[config.mk]
export PLATFORM = sky130hd
export DESIGN_NAME = karin_result_capture
export DESIGN_NICKNAME = d
export VERILOG_FILES = /design/src/rtl/karin_pkg.sv /design/src/rtl/karin_sync.sv /design/src/rtl/karin_result_capture.sv
export SDC_FILE = /design/constraint.sdc
export NUM_CORES = 1
export LEC_CHECK = 0
export CORE_MARGIN = 10
export CORE_UTILIZATION = 59
export CTS_CLUSTER_DIAMETER = 50
export CTS_CLUSTER_SIZE = 24
export DETAILED_ROUTE_END_ITERATION = 7
export PLACE_DENSITY_LB_ADDON = 0.08
export SYNTH_ARGS = -nofsm -noshare
export SYNTH_HDL_FRONTEND = slang
export SYNTH_HIERARCHICAL = 1
export SYNTH_SLANG_ARGS = --single-unit
[constraint.sdc]
create_clock -name clk -period 5.9 [get_ports clk]
set_clock_uncertainty 0.05 [all_clocks]
set_input_delay 1.18 -clock clk [delete_from_list [all_inputs] [get_ports clk]]
set_output_delay 1.18 -clock clk [all_outputs]
set_load 0.02 [all_outputs]
[src/rtl/karin_pkg.sv]
// Shared types and default constants for the Karin result-capture block.
package karin_pkg;

    localparam int KARIN_SYNC_STAGES = 2;
    localparam int KARIN_CNT_W       = 16;

    typedef enum logic [2:0] {
        IDLE     = 3'd0,
        REQ_HI   = 3'd1,
        CAPTURE  = 3'd2,
        CAPTURE2 = 3'd3,
        REQ_LO   = 3'd4
    } karin_state_e;

endpackage

[src/rtl/karin_sync.sv]
// N-stage synchroniser for a single asynchronous level; synchronous reset clears all stages.
module karin_sync #(
    parameter int STAGES = 2
) (
    input  logic clk,
    input  logic rst,
    input  logic async_i,
    output logic sync_o
);

    logic [STAGES-1:0] sync_q;

    always_ff @(posedge clk) begin
        if (rst) begin
            sync_q <= '0;
        end else begin
            sync_q <= {sync_q[STAGES-2:0], async_i};
        end
    end

    assign sync_o = sync_q[STAGES-1];

endmodule

[src/rtl/karin_result_capture.sv]
// Four-phase initiator/collector for a bundled-data async block, with latency measurement.
// Optional KARIN_BUNDLE_CHECK_EN adds a second capture cycle that flags unstable bundled data.
module karin_result_capture
    import karin_pkg::*;
#(
    parameter int DATA_W      = 3,
    parameter int SYNC_STAGES = KARIN_SYNC_STAGES,
    parameter int CNT_W       = KARIN_CNT_W,
    parameter int TIMEOUT     = 16'hFFFF
) (
    input  logic              clk,
    input  logic              rst,
    input  logic              start,
    output logic              req_out,
    input  logic              fin_in,
    input  logic [DATA_W-1:0] data_in,
    output logic              busy,
    output logic              done,
    output logic [DATA_W-1:0] data_out,
    output logic [CNT_W-1:0]  latency,
    output logic              timeout_err,
    output logic              bundle_err,
    output karin_state_e      state_dbg
);

    localparam logic [CNT_W-1:0] TIMEOUT_C = CNT_W'(TIMEOUT);

    // Handshake: req_out rises from IDLE, fin is observed only through fin_sync,
    // and req_out falls once the result is captured (or the phase times out).
    karin_state_e      state_q, state_d;
    logic              req_q, req_d;
    logic [CNT_W-1:0]  cnt_q, cnt_d, cnt_inc;
    logic [DATA_W-1:0] data_q, data_d;
    logic [CNT_W-1:0]  lat_q, lat_d;
    logic              tout_q, tout_d;
    logic              done_c;
    logic              fin_sync;

    karin_sync #(
        .STAGES (SYNC_STAGES)
    ) u_fin_sync (
        .clk     (clk),
        .rst     (rst),
        .async_i (fin_in),
        .sync_o  (fin_sync)
    );

    assign cnt_inc = (cnt_q == '1) ? cnt_q : cnt_q + CNT_W'(1);

`ifdef KARIN_BUNDLE_CHECK_EN
    logic berr_q, berr_d;
`endif

    always_comb begin
        state_d = state_q;
        req_d   = req_q;
        cnt_d   = cnt_q;
        data_d  = data_q;
        lat_d   = lat_q;
        tout_d  = tout_q;
        done_c  = 1'b0;
`ifdef KARIN_BUNDLE_CHECK_EN
        berr_d  = berr_q;
`endif
        case (state_q)
            IDLE: begin
                // A fin still high from a previous or aborted transaction blocks launch.
                if (start && !fin_sync) begin
                    state_d = REQ_HI;
                    req_d   = 1'b1;
                    cnt_d   = '0;
                    tout_d  = 1'b0;
`ifdef KARIN_BUNDLE_CHECK_EN
                    berr_d  = 1'b0;
`endif
                end
            end
            REQ_HI: begin
                cnt_d = cnt_inc;
                if (fin_sync) begin
                    state_d = CAPTURE;
                    lat_d   = cnt_inc;
                end else if (cnt_inc == TIMEOUT_C) begin
                    state_d = REQ_LO;
                    req_d   = 1'b0;
                    tout_d  = 1'b1;
                    cnt_d   = '0;
                end
            end
            CAPTURE: begin
                data_d = data_in;
                cnt_d  = '0;
`ifdef KARIN_BUNDLE_CHECK_EN
                state_d = CAPTURE2;
`else
                req_d   = 1'b0;
                state_d = REQ_LO;
`endif
            end
            CAPTURE2: begin
`ifdef KARIN_BUNDLE_CHECK_EN
                if (data_in != data_q) begin
                    berr_d = 1'b1;
                    data_d = data_in;
                end
`endif
                req_d   = 1'b0;
                cnt_d   = '0;
                state_d = REQ_LO;
            end
            REQ_LO: begin
                cnt_d = cnt_inc;
                if (!fin_sync) begin
                    state_d = IDLE;
                    done_c  = 1'b1;
                end else if (cnt_inc == TIMEOUT_C) begin
                    state_d = IDLE;
                    tout_d  = 1'b1;
                    done_c  = 1'b1;
                end
            end
            default: begin
                state_d = IDLE;
                req_d   = 1'b0;
            end
        endcase
    end

    always_ff @(posedge clk) begin
        if (rst) begin
            state_q <= IDLE;
            req_q   <= 1'b0;
            cnt_q   <= '0;
            data_q  <= '0;
            lat_q   <= '0;
            tout_q  <= 1'b0;
        end else begin
            state_q <= state_d;
            req_q   <= req_d;
            cnt_q   <= cnt_d;
            data_q  <= data_d;
            lat_q   <= lat_d;
            tout_q  <= tout_d;
        end
    end

`ifdef KARIN_BUNDLE_CHECK_EN
    always_ff @(posedge clk) begin
        if (rst) begin
            berr_q <= 1'b0;
        end else begin
            berr_q <= berr_d;
        end
    end
    assign bundle_err = berr_q;
`else
    assign bundle_err = 1'b0;
`endif

    // done is asserted in the last non-IDLE cycle, so a start in that cycle is dropped.
    assign done        = done_c;
    assign busy        = (state_q != IDLE);
    assign req_out     = req_q;
    assign data_out    = data_q;
    assign latency     = lat_q;
    assign timeout_err = tout_q;
    assign state_dbg   = state_q;

endmodule

# --- Word level (Yosys, flattened, before mapping) ---
# Index checks and enable logic that the tools add are counted.
classes:
  add_sub_neg: 1
  eq_ne: 12
  n_mux: 23
  bitwise: 1
  reduce_logical: 12
op_table:
  columns: ["op", "count"]
  rows:
  - ["two-way mux 16 bit", 4]
  - ["one-hot mux 16 bit (4 select lines)", 1]
  - ["== test 16 bit (second input constant)", 2]
  - ["adder 16 x 1 -> 16 bit (second input constant)", 1]
  - ["two-way mux 3 bit", 5]
  - ["one-hot mux 3 bit (4 select lines)", 1]
  - ["two-way mux 1 bit", 10]
  - ["AND reduction 4 bit", 2]
  - ["== test 3 x 2 -> 1 bit (second input constant)", 2]
  - ["!= test 2 bit (second input constant)", 3]
  - ["one-hot mux 1 bit (3 select lines)", 2]
  - ["nonzero test 3 bit", 2]
  - ["AND reduction 2 bit", 2]
  - ["nonzero test 4 bit", 1]
  - ["== test 3 x 1 -> 1 bit (second input constant)", 1]
  - ["== test 3 bit (second input constant)", 1]
  - ["zero test 3 bit", 1]
  - ["!= test 3 x 2 -> 1 bit (second input constant)", 1]
  - ["!= test 3 bit (second input constant)", 1]
  - ["AND reduction 3 bit", 1]
  - ["!= test 2 x 1 -> 1 bit (second input constant)", 1]
  - ["OR reduction 2 bit", 1]
  - ["logical AND 1 bit", 1]
  - ["zero test 1 bit", 1]
  - ["inverter 1 bit", 1]
word_totals:
  regBits: 42
  in_bits: 7
  output_inout_bits: 27
  elab_cells: 56

# --- Depth between registers and ports, before layout ---
# Gate-level depths: netlist of the first run.
logic_depth:
  depth_word: 6
  depth_mapped: 12

# --- Modules after synthesis ---
# Netlist of the first run, hierarchy kept.
modules_own_cells:
  columns: ["mod", "n_inst", "cells_each", "area_per_inst_um2"]
  rows:
  - ["karin_result_capture", 1, 321, 2448.6]
  - ["karin_sync", 1, 4, 52.6]

# --- Least setup slack after synthesis of the first run ---
# Ideal clock, no wire load.
synth_path:
  kind: "reg2out"
  start: "reg cnt_q[1]"
  end: "out done"
  arrival_ns: 2.324
  setup_slack_ns: 2.346
  stages_incl_launch_ff: 11
  n_path_buf: 2
  cell_sequence: "dfxtp_1 -> ha_1 -> buf_2 -> and4_1 -> buf_4 -> a41oi_1 -> nor4b_1 -> o211ai_1 -> nor3_1 -> nand2_1 -> a21oi_1"
synth_via:
  elab_chain_len: 6
synth_lines:
  columns: ["element", "line", "source"]
  rows:
  - ["from (decl)", "karin_result_capture.sv:32", "logic [CNT_W-1:0] cnt_q, cnt_d, cnt_inc;"]
  - ["from (signal assigned)", "karin_result_capture.sv:140", "cnt_q <= cnt_d;"]
  - ["adder 16 x 1 -> 16 bit or == test 16 bit (tied branches)", "karin_result_capture.sv:48", "assign cnt_inc = (cnt_q == '1) ? cnt_q : cnt_q + CNT_W'(1);"]
  - ["two-way mux 16 bit *", "karin_result_capture.sv:48", null]
  - ["== test 16 bit *", "karin_result_capture.sv:116", "end else if (cnt_inc == TIMEOUT_C) begin"]
  - ["two-way mux 1 bit *", "karin_result_capture.sv:116", null]
  - ["two-way mux 1 bit *", "karin_result_capture.sv:113", "if (!fin_sync) begin"]
  - ["two-way mux 1 bit *", "karin_result_capture.sv:65", "case (state_q)"]
  - ["to (decl)", "karin_result_capture.sv:18", "output logic done,"]
# Mark *: on every way between the ends. The rest lies on a longest branch, timed or not.

# --- Worst setup path after layout of the first run ---
layout_path:
  start: "reg cnt_q[0]"
  end: "out done"
# The elaborated chain is that of the path after synthesis.

==> results.cfg, run 1 <==
[run_status]
status = complete, no violations

[power_and_ir_drop]
pwr-share-comb_pct = 12.3
p_per_area_mw_per_mm2 = 210
clkPwrFrac_pct = 38.4
finalPower_mw = 0.604
p_switching_mw = 0.162
power.leakage_nw = 0.997
max-vdd-ir-drop_mv = 0.151
p_seq_share_pct = 49.3
p_int_mw = 0.442
p_sw_share_pct = 26.9

[global_routing]
grtUsageMet2_pct = 31.2
antenna_found_initial = 0
grt_busiest_layer = met2
grt_max_degree = 37
grt.overflow.total = 0
grt_use_met3_pct = 5.07
grt_pass1_vias = 2409
grt_pass1_wl_um = 11700
track_usage_pct = 19.2
grt_util_met1_pct = 23.3

[logic_synthesis]
ys_ff_latch = 42
synth-async-reset-ratio_pct = 0
synth_ff_type = dfxtp_1
synthCells = 325
yosysSeqAreaShare_pct = 33.6
yosys_warnings = 6
ys_types = 58
synth-edff-count = 0
syn_area_mm2 = 0.00250
synth_nets = 333
syn_area_per_cell_um2 = 7.70

[clock_tree]
cts_sinks = 42
htree_levels = 2
clkTransAtPathRegs_ps = 80
cts.path.max_buffers = 2
cts_resized = 0
cts_tree = yes
cts_made_buffers = 5
post_cts_buffers = 0
cts_hold_buffers = 0
cts-root-buf = clkbuf_8
clock_latency_ps = 300

[floorplanning]
die_w_um = 85.1
die_y_um = 85.1
core_area_mm2 = 0.00406
num_rows = 23
ioPinCount = 34
start_util_pct = 61.6
die_area_mm2 = 0.00724

[drt]
first_iter_violations = 248
num_vias = 2505
drt_pass1_iterations = 5
via_per_inst = 6.42
drc = 0
wl_per_cell_um = 17.8
drtAntennaViolNets = 0
route.final.wire_length_um = 6960

[critical_path]
r2r_cells = 9
start_kind = flip-flop
cpPeakStageDelay_ps = 640
path_max_fanout = 9
crit_arrival_ps = 3540
path_cells = ha_1, nand4_4, nor4_4, o31a_2, nor2_1, nor3_1, nand2_1, a21oi_1, clkdlybuf4s50_1
end_kind = output port
worst-setup-path-type = reg -> out
critPathRequiredTime_ps = 4670
cp_slowest_cell = nor4_4

[sta]
final_max_slew_viol_count = 0
hold_slack_ps = 388
worst_pin_slew_ps = 843
slew_headroom_pct = 43.8
rsz0062_at_grt = no
period_share_pct = 80.8
finalSetupTns_ps = 0
period_needed_ps = 4770
max_freq_mhz = 210
finalSetupViolations = 0
hold_viol = 0

[final_layout]
final_cell_area_mm2 = 0.00287
final_net_count = 347
area_growth_pct = 14.8
post-route-util_pct = 70.8
drive_above_1_share_pct = 7.94
n_antenna_cell = 0

[placement]
gp_congestion = 0.966
place_area_mm2 = 0.00276
dpl.hpwl_um = 4970
io_buffers = 32

[min_path]
holdCritPathClass = reg -> reg
min_delay_path_depth = 1

[run]
maxCapViolCount = 0
-- layout by cell type (no fill, tap or decap), drive strengths merged, types with 2 or more instances in the layout --
cell type / synthesis / layout
a311oi: 4 / 4
and2: 6 / 6
a21oi: 25 / 25
clkdlybuf4s50: 0 / 32
o211ai: 9 / 9
a31oi: 8 / 8
nand3: 16 / 16
buf: 12 / 2
nor3: 11 / 11
a211oi: 4 / 4
o21ai: 16 / 16
mux2: 4 / 4
inv: 5 / 5
xnor2: 2 / 2
a41oi: 2 / 2
o31a: 4 / 4
xor2: 3 / 3
clkbuf: 15 / 5
mux2i: 4 / 4
nor4: 3 / 3
nor2b: 4 / 4
and4: 4 / 4
clkinvlp: 0 / 2
o2111ai: 2 / 2
nor2: 29 / 29
a32oi: 2 / 2
and3: 5 / 5
nand2: 55 / 55
nand4: 6 / 6
a21o: 2 / 2
dfxtp: 42 / 42
o22ai: 5 / 5
or2: 2 / 2
-- power by group through the flow --
| stage | clock [mW] | combinational (mW) | sequential, mW |
|---|---|---|---|
| after floorplan | 0 | 0.0506 | 0.302 |
| after global placement | 0 | 0.0731 | 0.304 |
| after detailed placement | 0 | 0.0728 | 0.304 |
| after CTS | 0.235 | 0.0734 | 0.298 |
| after global routing | 0.246 | 0.0803 | 0.299 |
| final | 0.232 | 0.0742 | 0.298 |
-- registers in the layout, indices dropped and copies added (netlist names) --
register	flops
cnt_q	16
data_out	3
latency	16
req_out	1
state_dbg	3
timeout_err	1
u_fin_sync/sync_q	2
-- cell families (layout without fill, tap and decap cells) --
logic type	after synthesis	in the layout	share of synthesized area, %
and+or+nand+nor	144	144	28.7
xor gates and xnor gates	5	5	1.75
DFF	42	42	33.6
AOI/OAI and AO/OA	91	91	25.4
adders and majority gates	1	1	0.500
other	1	1	0.150
muxes	8	8	3.40
buffers and inverters	33	48	6.55
-- path summary, 6_finish.rpt --
check / from / endpoint / slack (ps)
worst min register to register: u_fin_sync/sync_q[0]$_SDFF_PP0_ / u_fin_sync/sync_q[1]$_SDFF_PP0_ / 390
worst max register to register: cnt_q[0]$_SDFFE_PP0P_ / cnt_q[3]$_SDFFE_PP0P_ / 2400
worst min-delay path: u_fin_sync/sync_q[0]$_SDFF_PP0_ / u_fin_sync/sync_q[1]$_SDFF_PP0_ / 390
worst max-delay path: cnt_q[0]$_SDFFE_PP0P_ / done / 1130
-- critical path, delay by kind of cell, from the launching register on --
| kind | cells | cell delay, ps |
|---|---|---|
| flip-flops | 1 | 490 |
| adder cells (fa/ha/maj) | 1 | 430 |
| AND/OR/NAND/NOR | 5 | 1270 |
| AO/OA/AOI/OAI | 2 | 420 |
| buffers and inverters | 1 | 620 |
-- metrics by stage --
step	cells	setup slack, ps
detailed placement	382	1510
global placement	382	1610
global route	390	887
finish	390	1130
floorplan	325	2350
CTS	390	1170
-- synthesized netlist by cell type (3+ instances only) --
master    count  share of area (%)
nor2b_1       4                1.0
dfxtp_1      42                 34
mux2i_1       4                1.6
and3_1        5                1.3
nor2_1       29                4.4
and4_1        3                1.1
clkbuf_1     15                2.3
a31oi_1       8                2.0
nor3_1       11                2.2
buf_4         8                2.4
o211ai_1      8                2.4
and2_1        6                1.5
nand3_1      16                3.2
mux2_2        3                1.4
o21ai_0      11                2.2
a211oi_1      4                1.2
o21ai_1       5                1.0
o31a_1        3                1.1
a21oi_1      24                4.8
nand2_1      55                8.3
xor2_1        3                1.1
o22ai_1       4                1.0
a311oi_1      4                1.4
inv_1         5               0.75
nand4_1       3               0.75
-- metal layers --
| layer | wire, µm | up-vias |
|---|---|---|
| met5 | 0 | - |
| met4 | 190 | 0 |
| met3 | 495 | 19 |
| met2 | 3290 | 116 |
| met1 | 2980 | 1167 |
| li1 | - | 1203 |
-- final cells by class --
class	count	area, µm²
multi-input cells	250	1500
fillers	344	1190
flip-flops and latches	42	841
repair buffers	34	335
clock buffers	5	68.8
well taps	50	62.6
clock inverters	3	45.0
inverters	6	22.5
Power figures use the tool's default switching activity.
==> run 2, diff against run 1 <==
--- a/config.mk
+++ b/config.mk
@@ -6,7 +6,7 @@
 export NUM_CORES = 1
 export LEC_CHECK = 0
 export CORE_MARGIN = 10
-export CORE_UTILIZATION = 59
+export CORE_UTILIZATION = 50
 export CTS_CLUSTER_DIAMETER = 50
 export CTS_CLUSTER_SIZE = 24
 export DETAILED_ROUTE_END_ITERATION = 7
==> constraint.sdc (replaced) <==
create_clock -name clk -period 3.92 [get_ports clk]
set_clock_uncertainty 0.05 [all_clocks]
set_input_delay 0.784 -clock clk [delete_from_list [all_inputs] [get_ports clk]]
set_output_delay 0.784 -clock clk [all_outputs]
set_load 0.02 [all_outputs]
==> run 2 against run 1 <==
  * Routed wire length grew 2.6%
  * Worst hold slack better by 11 ps
  * Combinational power grew 58%
  * Highest routed layer unchanged
  * Non-clock buffer count rose by 15
  * Count of clock-buffer cells in the layout is the same
  * Sequential share of layout area down 1.3 points
  * Critical path type unchanged
  * Sequential power rose by 49%
==> results.cfg, run 2 (same netlist as run 1, synthesis figures left out) <==
[run_status]
status = complete, no violations

[floorplanning]
core_area_mm2 = 0.00479
start_util_pct = 52.3
die_y_um = 90.7
num_rows = 25
die_w_um = 90.7
ioPinCount = 34
die_area_mm2 = 0.00823

[drt]
wl_per_cell_um = 16.9
first_iter_violations = 231
num_vias = 2494
route.final.wire_length_um = 7140
drc = 0
via_per_inst = 5.91
drtAntennaViolNets = 0
drt_pass1_iterations = 5

[clock_tree]
clkTransAtPathRegs_ps = 90
cts-root-buf = clkbuf_8
cts.path.max_buffers = 2
clock_latency_ps = 300
cts_made_buffers = 5
htree_levels = 2
post_cts_buffers = 0
cts_sinks = 42
cts_tree = yes

[global_routing]
grt_pass1_vias = 2305
track_usage_pct = 17.6
grt_pass1_wl_um = 12000
grt_max_degree = 37
antenna_found_initial = 0
grt.overflow.total = 0

[critical_path]
start_kind = flip-flop
path_max_fanout = 6
crit_arrival_ps = 2660
worst-setup-path-type = reg -> out
end_kind = output port
critPathRequiredTime_ps = 3090

[sta]
finalSetupTns_ps = 0
slew_headroom_pct = 45.3
finalSetupViolations = 0
period_share_pct = 89.1
final_max_slew_viol_count = 0
rsz0062_at_grt = no
worst_pin_slew_ps = 821
period_needed_ps = 3490
max_freq_mhz = 286
hold_viol = 0

[run]
maxCapViolCount = 0

[final_layout]
final_cell_area_mm2 = 0.00300
area_growth_pct = 20.1
regArea_um2 = 842
multi_input_area_mm2 = 0.00152
drive_above_1_share_pct = 13.2
fillerInstances = 472
final_net_count = 362
layout_commonest_cell = nand2_1
n_antenna_cell = 0
final_cell_mix = nand2_1, dfxtp_1, clkdlybuf4s50_1, nor2_1, a21oi_1

[min_path]
holdCritPathClass = reg -> reg

[placement]
place_area_mm2 = 0.00289
gp_congestion = 0.989
io_buffers = 32
dpl.hpwl_um = 5230

[power_and_ir_drop]
p_per_area_mw_per_mm2 = 284
max-vdd-ir-drop_mv = 0.175
power.leakage_nw = 1.09
## run 2: through the flow
step	std cells	hold slack [ps]	power, mW	util (%)	setup slack [ps]
2_1_floorplan	325	364	0.530	-	762
3_3_place_gp	414	366	0.573	60.4	361
3_5_place_dp	414	395	0.572	60.4	283
4_1_cts	422	406	0.860	62.5	12.2
5_1_grt	422	429	0.891	62.8	192
6_report	422	399	0.852	62.8	429
## run 2: worst paths after layout
kind	from	endpoint	slack, ps	cells past startpoint
max reg2reg	cnt_q[5]$_SDFFE_PP0P_	cnt_q[3]$_SDFFE_PP0P_	890	9
min reg2reg	latency[0]$_SDFFE_PP0P_	latency[0]$_SDFFE_PP0P_	400	2
min	latency[0]$_SDFFE_PP0P_	latency[0]$_SDFFE_PP0P_	400	2
max	cnt_q[0]$_SDFFE_PP0P_	done	430	9
## run 2: final cells by class
| class | instances | share of cell area [%] |
|---|---|---|
| clock buffers | 5 | 2.29 |
| clock inverters | 3 | 0.708 |
| flip-flops and latches | 42 | 28.0 |
| multi-input cells | 250 | 50.4 |
| well taps | 67 | 2.79 |
| repair buffers | 49 | 15.0 |
| inverters | 6 | 0.750 |
## run 2: repair_timing
action,4_1_cts,5_1_grt
setup endpoints to repair,1,1
resized for setup,2,4
hold buffers,0,0
## run 2: power by group
part | switching [mW] | internal (mW) | leakage (nW) | total [mW]
Sequential | 0.0107 | 0.434 | 0.340 | 0.445
Combinational | 0.0737 | 0.0433 | 0.702 | 0.117
Clock | 0.165 | 0.125 | 0.0441 | 0.290
Total | 0.249 | 0.603 | 1.09 | 0.852
## run 2: worst max-delay path, cell delays in order, from the launching register on
cell and delay (ps):
dfxtp_1 350, ha_1 240, and4_2 320, a41oi_1 160, nor4b_1 340, o211ai_1 160
nor3_1 270, nand2_1 120, a21oi_1 150, dlymetal6s2s_1 250
## run 2: metal layers
metal | track usage (%) | share of wire, %
met1 | 22.3 | 45
met3 | 4.90 | 6.0
met4 | 7.82 | 2.6
met5 | 0 | 0
met2 | 27.1 | 46
==> run 3, diff against run 2 <==
--- a/config.mk
+++ b/config.mk
@@ -11,6 +11,7 @@
 export CTS_CLUSTER_SIZE = 24
 export DETAILED_ROUTE_END_ITERATION = 7
 export PLACE_DENSITY_LB_ADDON = 0.08
+export RECOVER_POWER = 25
 export SYNTH_ARGS = -nofsm -noshare
 export SYNTH_HDL_FRONTEND = slang
 export SYNTH_HIERARCHICAL = 1
==> constraint.sdc (replaced) <==
create_clock -name clk -period 3.92 [get_ports clk]
set_clock_uncertainty 0.05 [all_clocks]
set_input_delay 0.784 -clock clk [delete_from_list [all_inputs] [get_ports clk]]
set_output_delay 0.784 -clock clk [all_outputs]
set_load 0.01 [all_outputs]
==> run 3 against run 2 <==
  * Worst hold slack improved by 1.3 ps
  * Clock power barely moved
  * Global-route usage fell by 0.13 points
  * Sequential power barely moved
  * Final cell count fell by 0.47%
  * Non-clock buffer count fell by 2
  * Largest power group unchanged
==> results.cfg, run 3 (same netlist as run 1, synthesis figures left out) <==
[sta]
finalWorstSetupSlack_ps = 187
period_needed_ps = 3730
hold_viol = 0
finalSetupTns_ps = 0
final_max_slew_viol_count = 0
worst_pin_slew_ps = 848
slew_headroom_pct = 43.5
max_freq_mhz = 268
rsz0062_at_grt = no
period_share_pct = 95.2
finalSetupViolations = 0

[drt]
route.final.wire_length_um = 7230
drc = 0
drtAntennaViolNets = 0
first_iter_violations = 204
drt_pass1_iterations = 4
num_vias = 2483
wl_per_cell_um = 17.2
via_per_inst = 5.91

[critical_path]
cp_slowest_cell = clkdlybuf4s50_1
critPathRequiredTime_ps = 3090
worstReg2RegStart = cnt_q[7]$_SDFFE_PP0P_
worst-setup-path-type = reg -> out
end_kind = output port
cpPeakStageDelay_ps = 560
path_buf_inv = 1
critPathTopFamily = simple AND/OR/NAND/NOR gates
path_max_fanout = 9
crit_arrival_ps = 2900
crit_start = cnt_q[0]$_SDFFE_PP0P_
path_cells = ha_2, and4_4, a41oi_1, nor4b_2, o211ai_1, nor3_1, nand2_1, a21oi_1, clkdlybuf4s50_1
start_kind = flip-flop

[floorplanning]
die_w_um = 90.7
die_y_um = 90.7
die_area_mm2 = 0.00823
start_util_pct = 52.3
core_area_mm2 = 0.00479
num_rows = 25
ioPinCount = 34

[global_routing]
antenna_found_initial = 0
grt_pass1_wl_um = 12000
track_usage_pct = 17.5
grt.overflow.total = 0
grt_max_degree = 37
grt_pass1_vias = 2371

[clock_tree]
cts_sinks = 42
cts_tree = yes
clkTransAtPathRegs_ps = 80
cts_made_buffers = 5
cts.path.max_buffers = 2
cts-root-buf = clkbuf_8
post_cts_buffers = 0
htree_levels = 2
clock_latency_ps = 290

[placement]
dp_slack_ps = 244
place_inst = 412
dpl.hpwl_um = 5300
gp_congestion = 0.960
io_buffers = 32

[run]
maxCapViolCount = 0

[run_status]
status = complete, no violations

[power_and_ir_drop]
p_per_area_mw_per_mm2 = 282
max-vdd-ir-drop_mv = 0.174
power.leakage_nw = 1.12

[min_path]
holdCritPathClass = reg -> reg
worstHoldStart = u_fin_sync/sync_q[0]$_SDFF_PP0_

[final_layout]
final_net_count = 360
area_growth_pct = 20.0
fin_cells = 420
n_antenna_cell = 0
drive_above_1_share_pct = 13.3
layout_commonest_cell = nand2_1
final_cell_mix = nand2_1, dfxtp_1, nor2_1, a21oi_1, clkdlybuf4s50_1
run 3: path summary, 6_finish.rpt:
check                                    end  slack [ps]  cells past startpoint
max                                     done         190                      9
min          u_fin_sync/sync_q[1]$_SDFF_PP0_         400                      1
max reg2reg            cnt_q[3]$_SDFFE_PP0P_         850                      9
min reg2reg  u_fin_sync/sync_q[1]$_SDFF_PP0_         400                      1
run 3: stage by stage:
stage	instance area (µm²)	hold slack (ps)	power, mW	utilization (%)
3_5_place_dp	2880	379	0.564	60.1
2_1_floorplan	2500	364	0.524	-
5_1_grt	3000	417	0.886	62.7
3_3_place_gp	2880	371	0.565	60.1
4_1_cts	2970	403	0.853	62.1
6_report	3000	401	0.845	62.7
run 3: layout make-up:
type,instances,area [µm²]
clock buffer,7,86.3
clock inverter,1,5.00
fill,450,1790
inverter,6,22.5
multi-input combinational,250,1530
sequential,42,845
tap,67,83.8
timing repair buffer,47,433
run 3: power breakdown:
group / internal, mW / total, mW / switching (mW)
clock network: 0.142 / 0.290 / 0.148
logic: 0.0418 / 0.107 / 0.0647
registers: 0.435 / 0.448 / 0.0137
total: 0.619 / 0.845 / 0.226
run 3: routing by layer:
| metal | share of wire, % | up-vias | global-route usage, % |
|---|---|---|---|
| li1 | - | 1237 | - |
| met1 | 45 | 1160 | 22.2 |
| met2 | 47 | 72 | 27.6 |
| met3 | 6.1 | 14 | 4.74 |
| met4 | 2.1 | 0 | 6.10 |
| met5 | 0 | - | 0 |
run 3: timing repair:
action                                  CTS  global route
hold buffers                              0             0
resized for setup                         3             7
endpoints found under the hold margin     0             0
endpoints found under the setup margin    1             1
